$ cat src/rtl/fir_seq_param.sv
// Time-multiplexed signed FIR filter: one shared multiplier, TAPS MAC cycles per sample,
// runtime-loadable coefficients, arithmetic output scaling and saturation.
module fir_seq_param #(
  parameter int DATA_W = 8,
  parameter int COEF_W = 8,
  parameter int TAPS   = 4,
  parameter int OUT_W  = 16,
  parameter int SHIFT  = 0
) (
  input  logic                       clk,
  input  logic                       rst_n,
  input  logic signed [DATA_W-1:0]   in_data,
  input  logic                       in_valid,
  output logic                       in_ready,
  input  logic                       clr_hist,
  input  logic                       coef_wr,
  input  logic [$clog2(TAPS)-1:0]    coef_addr,
  input  logic signed [COEF_W-1:0]   coef_data,
  output logic signed [OUT_W-1:0]    out_data,
  output logic                       out_valid,
  output logic                       sat,
  output logic                       busy
);

  localparam int IDX_W  = $clog2(TAPS);
  localparam int PROD_W = DATA_W + COEF_W;
  localparam int ACC_W  = PROD_W + IDX_W;
  localparam int CMP_W  = ((ACC_W > OUT_W) ? ACC_W : OUT_W) + 1;

  // Saturation limits, sign-extended to a width that holds both the shifted
  // accumulator and the output range.
  localparam logic signed [CMP_W-1:0] SAT_MAX = {{(CMP_W-OUT_W+1){1'b0}}, {(OUT_W-1){1'b1}}};
  localparam logic signed [CMP_W-1:0] SAT_MIN = {{(CMP_W-OUT_W+1){1'b1}}, {(OUT_W-1){1'b0}}};

  typedef enum logic [1:0] {
    S_IDLE,
    S_MAC,
    S_OUT
  } state_t;

  state_t                    r_state;
  logic signed [DATA_W-1:0]  r_x [TAPS];
  logic signed [COEF_W-1:0]  r_c [TAPS];
  logic signed [ACC_W-1:0]   r_acc;
  logic [IDX_W-1:0]          r_idx;
  logic signed [OUT_W-1:0]   r_out_data;
  logic                      r_out_valid;
  logic                      r_sat;

  logic signed [PROD_W-1:0]  w_x_ext;
  logic signed [PROD_W-1:0]  w_c_ext;
  logic signed [PROD_W-1:0]  w_prod;
  logic signed [ACC_W-1:0]   w_prod_ext;
  logic signed [ACC_W-1:0]   w_acc_sh;
  logic signed [CMP_W-1:0]   w_r_ext;
  logic                      w_over;
  logic                      w_under;

  // Operands are widened to the product width first so the signed multiply
  // is evaluated at full precision.
  assign w_x_ext    = {{COEF_W{r_x[r_idx][DATA_W-1]}}, r_x[r_idx]};
  assign w_c_ext    = {{DATA_W{r_c[r_idx][COEF_W-1]}}, r_c[r_idx]};
  assign w_prod     = w_x_ext * w_c_ext;
  assign w_prod_ext = {{IDX_W{w_prod[PROD_W-1]}}, w_prod};

  assign w_acc_sh = r_acc >>> SHIFT;
  assign w_r_ext  = {{(CMP_W-ACC_W){w_acc_sh[ACC_W-1]}}, w_acc_sh};
  assign w_over   = (w_r_ext > SAT_MAX);
  assign w_under  = (w_r_ext < SAT_MIN);

  assign in_ready  = (r_state == S_IDLE);
  assign busy      = (r_state != S_IDLE);
  assign out_data  = r_out_data;
  assign out_valid = r_out_valid;
  assign sat       = r_sat;

  // NOTE: every register here, state or data, is updated with <= so all reads
  // in this block see the values from before the edge.
  always_ff @(posedge clk) begin
    if (!rst_n) begin
      r_state     <= S_IDLE;
      r_acc       <= '0;
      r_idx       <= '0;
      r_out_data  <= '0;
      r_out_valid <= 1'b0;
      r_sat       <= 1'b0;
      // NOTE: the delay line and coefficient bank are small register arrays,
      // not RAM, so they are reset like any other state (pass-through taps).
      for (int k = 0; k < TAPS; k++) begin
        r_x[k] <= '0;
        r_c[k] <= (k == 0) ? COEF_W'(1) : '0;
      end
    end else begin
      r_out_valid <= 1'b0;
      case (r_state)
        S_IDLE: begin
          if (coef_wr) begin
            r_c[coef_addr] <= coef_data;
          end
          if (in_valid) begin
            r_x[0] <= in_data;
            for (int k = 1; k < TAPS; k++) begin
              r_x[k] <= clr_hist ? '0 : r_x[k-1];
            end
            r_acc   <= '0;
            r_idx   <= '0;
            r_state <= S_MAC;
          end else if (clr_hist) begin
            for (int k = 0; k < TAPS; k++) begin
              r_x[k] <= '0;
            end
          end
        end

        S_MAC: begin
          r_acc <= r_acc + w_prod_ext;
          r_idx <= r_idx + 1'b1;
          if (r_idx == IDX_W'(TAPS - 1)) begin
            r_state <= S_OUT;
          end
        end

        S_OUT: begin
          if (w_over) begin
            r_out_data <= {1'b0, {(OUT_W-1){1'b1}}};
            r_sat      <= 1'b1;
          end else if (w_under) begin
            r_out_data <= {1'b1, {(OUT_W-1){1'b0}}};
            r_sat      <= 1'b1;
          end else begin
            r_out_data <= w_r_ext[OUT_W-1:0];
            r_sat      <= 1'b0;
          end
          r_out_valid <= 1'b1;
          r_state     <= S_IDLE;
        end

        default: r_state <= S_IDLE;
      endcase
    end
  end

endmodule

$ cat config.mk
export PLATFORM = sky130hd
export DESIGN_NAME = fir_seq_param
export DESIGN_NICKNAME = d
export VERILOG_FILES = /design/src/rtl/fir_seq_param.sv
export SDC_FILE = /design/constraint.sdc
export NUM_CORES = 1
export LEC_CHECK = 0
export CAP_MARGIN = 20
export CELL_PAD_IN_SITES_DETAIL_PLACEMENT = 1
export CELL_PAD_IN_SITES_GLOBAL_PLACEMENT = 2
export CORE_ASPECT_RATIO = 1.25
export CORE_MARGIN = 1
export CORE_UTILIZATION = 41
export DETAILED_ROUTE_END_ITERATION = 10
export GPL_TIMING_DRIVEN = 0
export PLACE_DENSITY_LB_ADDON = 0.2
export SLEW_MARGIN = 20
export SYNTH_ARGS = -nofsm -noshare
export SYNTH_HDL_FRONTEND = slang
export SYNTH_SLANG_ARGS = --single-unit
$ cat constraint.sdc
create_clock -name clk -period 7.65 [get_ports clk]
set_input_delay 1.53 -clock clk [delete_from_list [all_inputs] [get_ports clk]]
set_output_delay 1.53 -clock clk [all_outputs]
set_load 0.02 [all_outputs]
==> summary.md <==
| Metric | Value |
|---|---|
| Routed Wire Length | 16530 um |
| Top fanout value on the critical path | 11 |
| Area of the die | 18550 um2 |
| Cell variety after synth | 52 |
| Die Ht | 152.0 um |
| Maximum ir drop on the vdd rail | 0.1116 mV |
| Most used standard cell by instance count after synthesis | sky130_fd_sc_hd__inv_1 |
| Critical Path Source Type | register |
| Overall track demand over capacity in global routing | 19.62% |
| Post-placement cell count | 932 |
| TritonCTS clock tree | yes |
| Count of final max-slew check failures | 0 |
| Hpwl dp | 13730 um |
| Detail-routed net length per standard cell | 17.43 um |
| Number of maximum-capacitance constraint violations | 0 |
| Worst endpoint data arrival time | 6.38 ns |
| Cell Area, Synth | 7381 um2 |
| Outcome | finished clean |
| CTS sink count | 106 |
| Leakage | 0.003641 uW |
| Vias in the first global route | 5480 |
| Worst path buffer plus inverter count | 4 |
| Initial standard-cell utilization of the core | 42.02% |
| DR iter-0 viols | 167 |
| CP max stage cell | sky130_fd_sc_hd__and2_1 |
| Placement Rows | 54 |
| Hold-fix buffer count after cts | 0 |
| Combinational power share | 48.4% |
| Achievable Freq | 162.6 MHz |
| First-pass GRT wire length | 27790 um |
| Hold Violations, Final | 0 |
| Source-to-sink clock delay at the later pin of the worst-skew pair | 0.35 ns |
| Final worst path period need | 6.152 ns |
| Largest net degree at the start of global routing | 19 |
| Switching Fraction | 39.48% |
| Final cell count without fillers | 948 |
| Count of vias placed by the detailed router | 4883 |
| Maximum clock skew at final layout | 0.008095 ns |
| Crit path largest cell delay | 0.66 ns |
| Critical Path RT | 7.88 ns |
| Gate family responsible for the most delay along the worst path | adder cells |
| Syn Inst Count | 666 |
| Clock tree root buffer cell | sky130_fd_sc_hd__clkbuf_16 |
| EDFF count, synth | 48 |
| DRC errors left | 0 |
| Period Utilization, post-route | 80.41% |
| Worst slew margin relative to its limit | 35.51% |
| RSZ-0062 raised after global routing | no |
| Number of warnings printed during yosys synthesis | 0 |
| Dominant cell type by count on the critical path | sky130_fd_sc_hd__fa_1 |
| Cell-internal power | 1323 uW |
| Clock transition at the registers of the reported paths | 0.07 ns |
| Sequential share of power | 31.7% |
| Synthesis-to-layout area growth | 13.19% |
| Fraction of the yosys area taken by sequential cells | 35.26% |
| Area fraction of the dominant cell type after synthesis | 21.70% |
| Number of routed nets with antenna violations | 0 |
| Cell accounting for the most synthesized area | sky130_fd_sc_hd__fa_1 |
| Clock H-tree levels | 3 |
| Total negative slack | 0 ns |
| Total congestion overflow | 0 |
| Mean instance size in the synthesized netlist | 11.08 um2 |
| Setup Viol. Count Final | 0 |
| Ranking of synthesized cells by instance count | sky130_fd_sc_hd__inv_1 (95), sky130_fd_sc_hd__and2_1 (82), sky130_fd_sc_hd__fa_1 (80) |
| Layout cells sized above 1 | 6.492% |
| Switch Pwr | 862.7 uW |
| FILL cells | 1969 |
| Diodes inserted | 0 |
| Power per cell area | 261.6 nW/um2 |
| Routability cong. | 0.7749 |
| Initial antenna violation count | 0 |
| Clock buffer depth | 2 |
| Number of nets produced by synthesis | 812 |
| Final layout net count | 865 |
| Proportion of power drawn by the clock network | 19.9% |
| Largest cells by area after synthesis | sky130_fd_sc_hd__fa_1 (22%), sky130_fd_sc_hd__edfxtp_1 (20%), sky130_fd_sc_hd__dfxtp_1 (16%) |
| Critical path, cell by cell | buf_4, buf_4, mux4_2, and2_1, inv_1, fa_1, inv_1, fa_1, fa_1, fa_1, fa_1, ha_1, o21ai_0, a21oi_1, a221oi_2, a21oi_1, xnor2_1, o21ai_0 |
| Asr flop ratio synth | 0% |
| Crit Path Class | reg -> reg |
| Count of TritonRoute iterations in the first routing pass | 4 |
| Kind of path behind the tightest hold check | reg -> reg |
| Slew @ Worst Pin | 0.9652 ns |
| Number of buffers inserted by post-CTS setup repair | 0 |
| Post-cts repair resize count | 0 |
| Register bit count reported by yosys | 106 |
| Count of input and output buffers | 42 |
| Worst setup EP type | register |
| Routed vias/inst | 5.151 |
| Floorplan core area | 17570 um2 |
| Post-synth top flop | sky130_fd_sc_hd__dfxtp_1 |
| Number of I/O pins | 43 |
| Width of the chip | 122.0 um |
| TritonCTS buffer count | 9 |
flip-flops by register name, summed over array words and instances, names as in the netlist, named ones only:
name / count
sat: 1
r_idx: 2
out_valid: 1
r_x: 32
out_data: 16
r_state: 2
r_c: 32
r_acc: 18
path summary, 6_finish.rpt:
path                start            to  slack (ns)  cells past startpoint
max              register     r_acc[17]        1.50                     18
min          out_data[11]  out_data[11]        0.45                      2
max reg2reg      register     r_acc[17]        1.50                     18
min reg2reg  out_data[11]  out_data[11]        0.45                      2
final cells by class:
type	count	area (um2)	area share (%)
Timing Repair Buffer	42	420.4	5.032
Clock inverter	5	40.04	0.4793
Buffer	20	97.59	1.168
Multi-Input combinational cell	444	4320	51.71
Clock buffer	11	232.7	2.786
Inverter	96	360.3	4.313
Tap cell	224	280.3	3.355
Sequential cell	106	2603	31.15
per-stage QoR:
step	power, uW	worst slack (ns)	hold slack [ns]	area, um2	utilization (%)
2_1_floorplan	1498	2.245	0.4416	7381	-
3_3_place_gp	1753	1.526	0.4418	8082	46.00
3_5_place_dp	1785	1.429	0.4459	8082	46.00
4_1_cts	2235	1.382	0.4551	8354	47.56
5_1_grt	2397	1.088	0.4684	8354	47.56
6_report	2185	1.498	0.4526	8354	47.56
per-layer routing:
layer  part of all wire (%)  global-route usage [%]
met2                     54                   36.19
met1                     42                   22.88
met5                      0                       0
met4                    1.6                   5.996
met3                    2.0                   2.928
layout by cell type (no fill, tap or decap), types with 5 or more instances in the layout:
cell type	n
sky130_fd_sc_hd__a21oi_1	26
sky130_fd_sc_hd__a22o_1	22
sky130_fd_sc_hd__and2_1	82
sky130_fd_sc_hd__buf_2	8
sky130_fd_sc_hd__clkbuf_1	8
sky130_fd_sc_hd__clkbuf_16	9
sky130_fd_sc_hd__clkdlybuf4s50_1	42
sky130_fd_sc_hd__dfxtp_1	58
sky130_fd_sc_hd__edfxtp_1	48
sky130_fd_sc_hd__fa_1	80
sky130_fd_sc_hd__ha_1	43
sky130_fd_sc_hd__inv_1	95
sky130_fd_sc_hd__mux4_2	15
sky130_fd_sc_hd__nand2_1	51
sky130_fd_sc_hd__nand2b_1	5
sky130_fd_sc_hd__nor2_1	17
sky130_fd_sc_hd__o21ai_0	28
sky130_fd_sc_hd__xnor2_1	11
cell families after synthesis:
family,after synthesis,share of synthesized area [%]
AOI/OAI and AO/OA,110,10.02
xor gates and xnor gates,14,1.661
adders and majority gates,123,28.99
buffers and inverters,116,6.204
DFF,106,35.26
muxes,19,5.136
and+or+nand+nor,178,12.73
power groups by stage:
stage / clock, uW / sequential (uW) / combinational (uW)
2_1_floorplan: 0 / 684 / 814
3_3_place_gp: 0 / 706 / 1050
3_5_place_dp: 0 / 708 / 1080
4_1_cts: 449 / 695 / 1090
5_1_grt: 465 / 702 / 1230
6_report: 435 / 693 / 1060
worst reg2reg max path: stages (launching register included):
cell,delay [ns]
sky130_fd_sc_hd__dfxtp_1,0.33
sky130_fd_sc_hd__buf_4,0.21
sky130_fd_sc_hd__buf_4,0.26
sky130_fd_sc_hd__mux4_2,0.36
sky130_fd_sc_hd__and2_1,0.66
sky130_fd_sc_hd__inv_1,0.13
sky130_fd_sc_hd__fa_1,0.51
sky130_fd_sc_hd__inv_1,0.06
sky130_fd_sc_hd__fa_1,0.52
sky130_fd_sc_hd__fa_1,0.45
sky130_fd_sc_hd__fa_1,0.52
sky130_fd_sc_hd__fa_1,0.44
sky130_fd_sc_hd__ha_1,0.36
sky130_fd_sc_hd__o21ai_0,0.27
sky130_fd_sc_hd__a21oi_1,0.15
sky130_fd_sc_hd__a221oi_2,0.42
sky130_fd_sc_hd__a21oi_1,0.14
sky130_fd_sc_hd__xnor2_1,0.17
sky130_fd_sc_hd__o21ai_0,0.09
No activity file was read; power rests on OpenSTA's default activity.
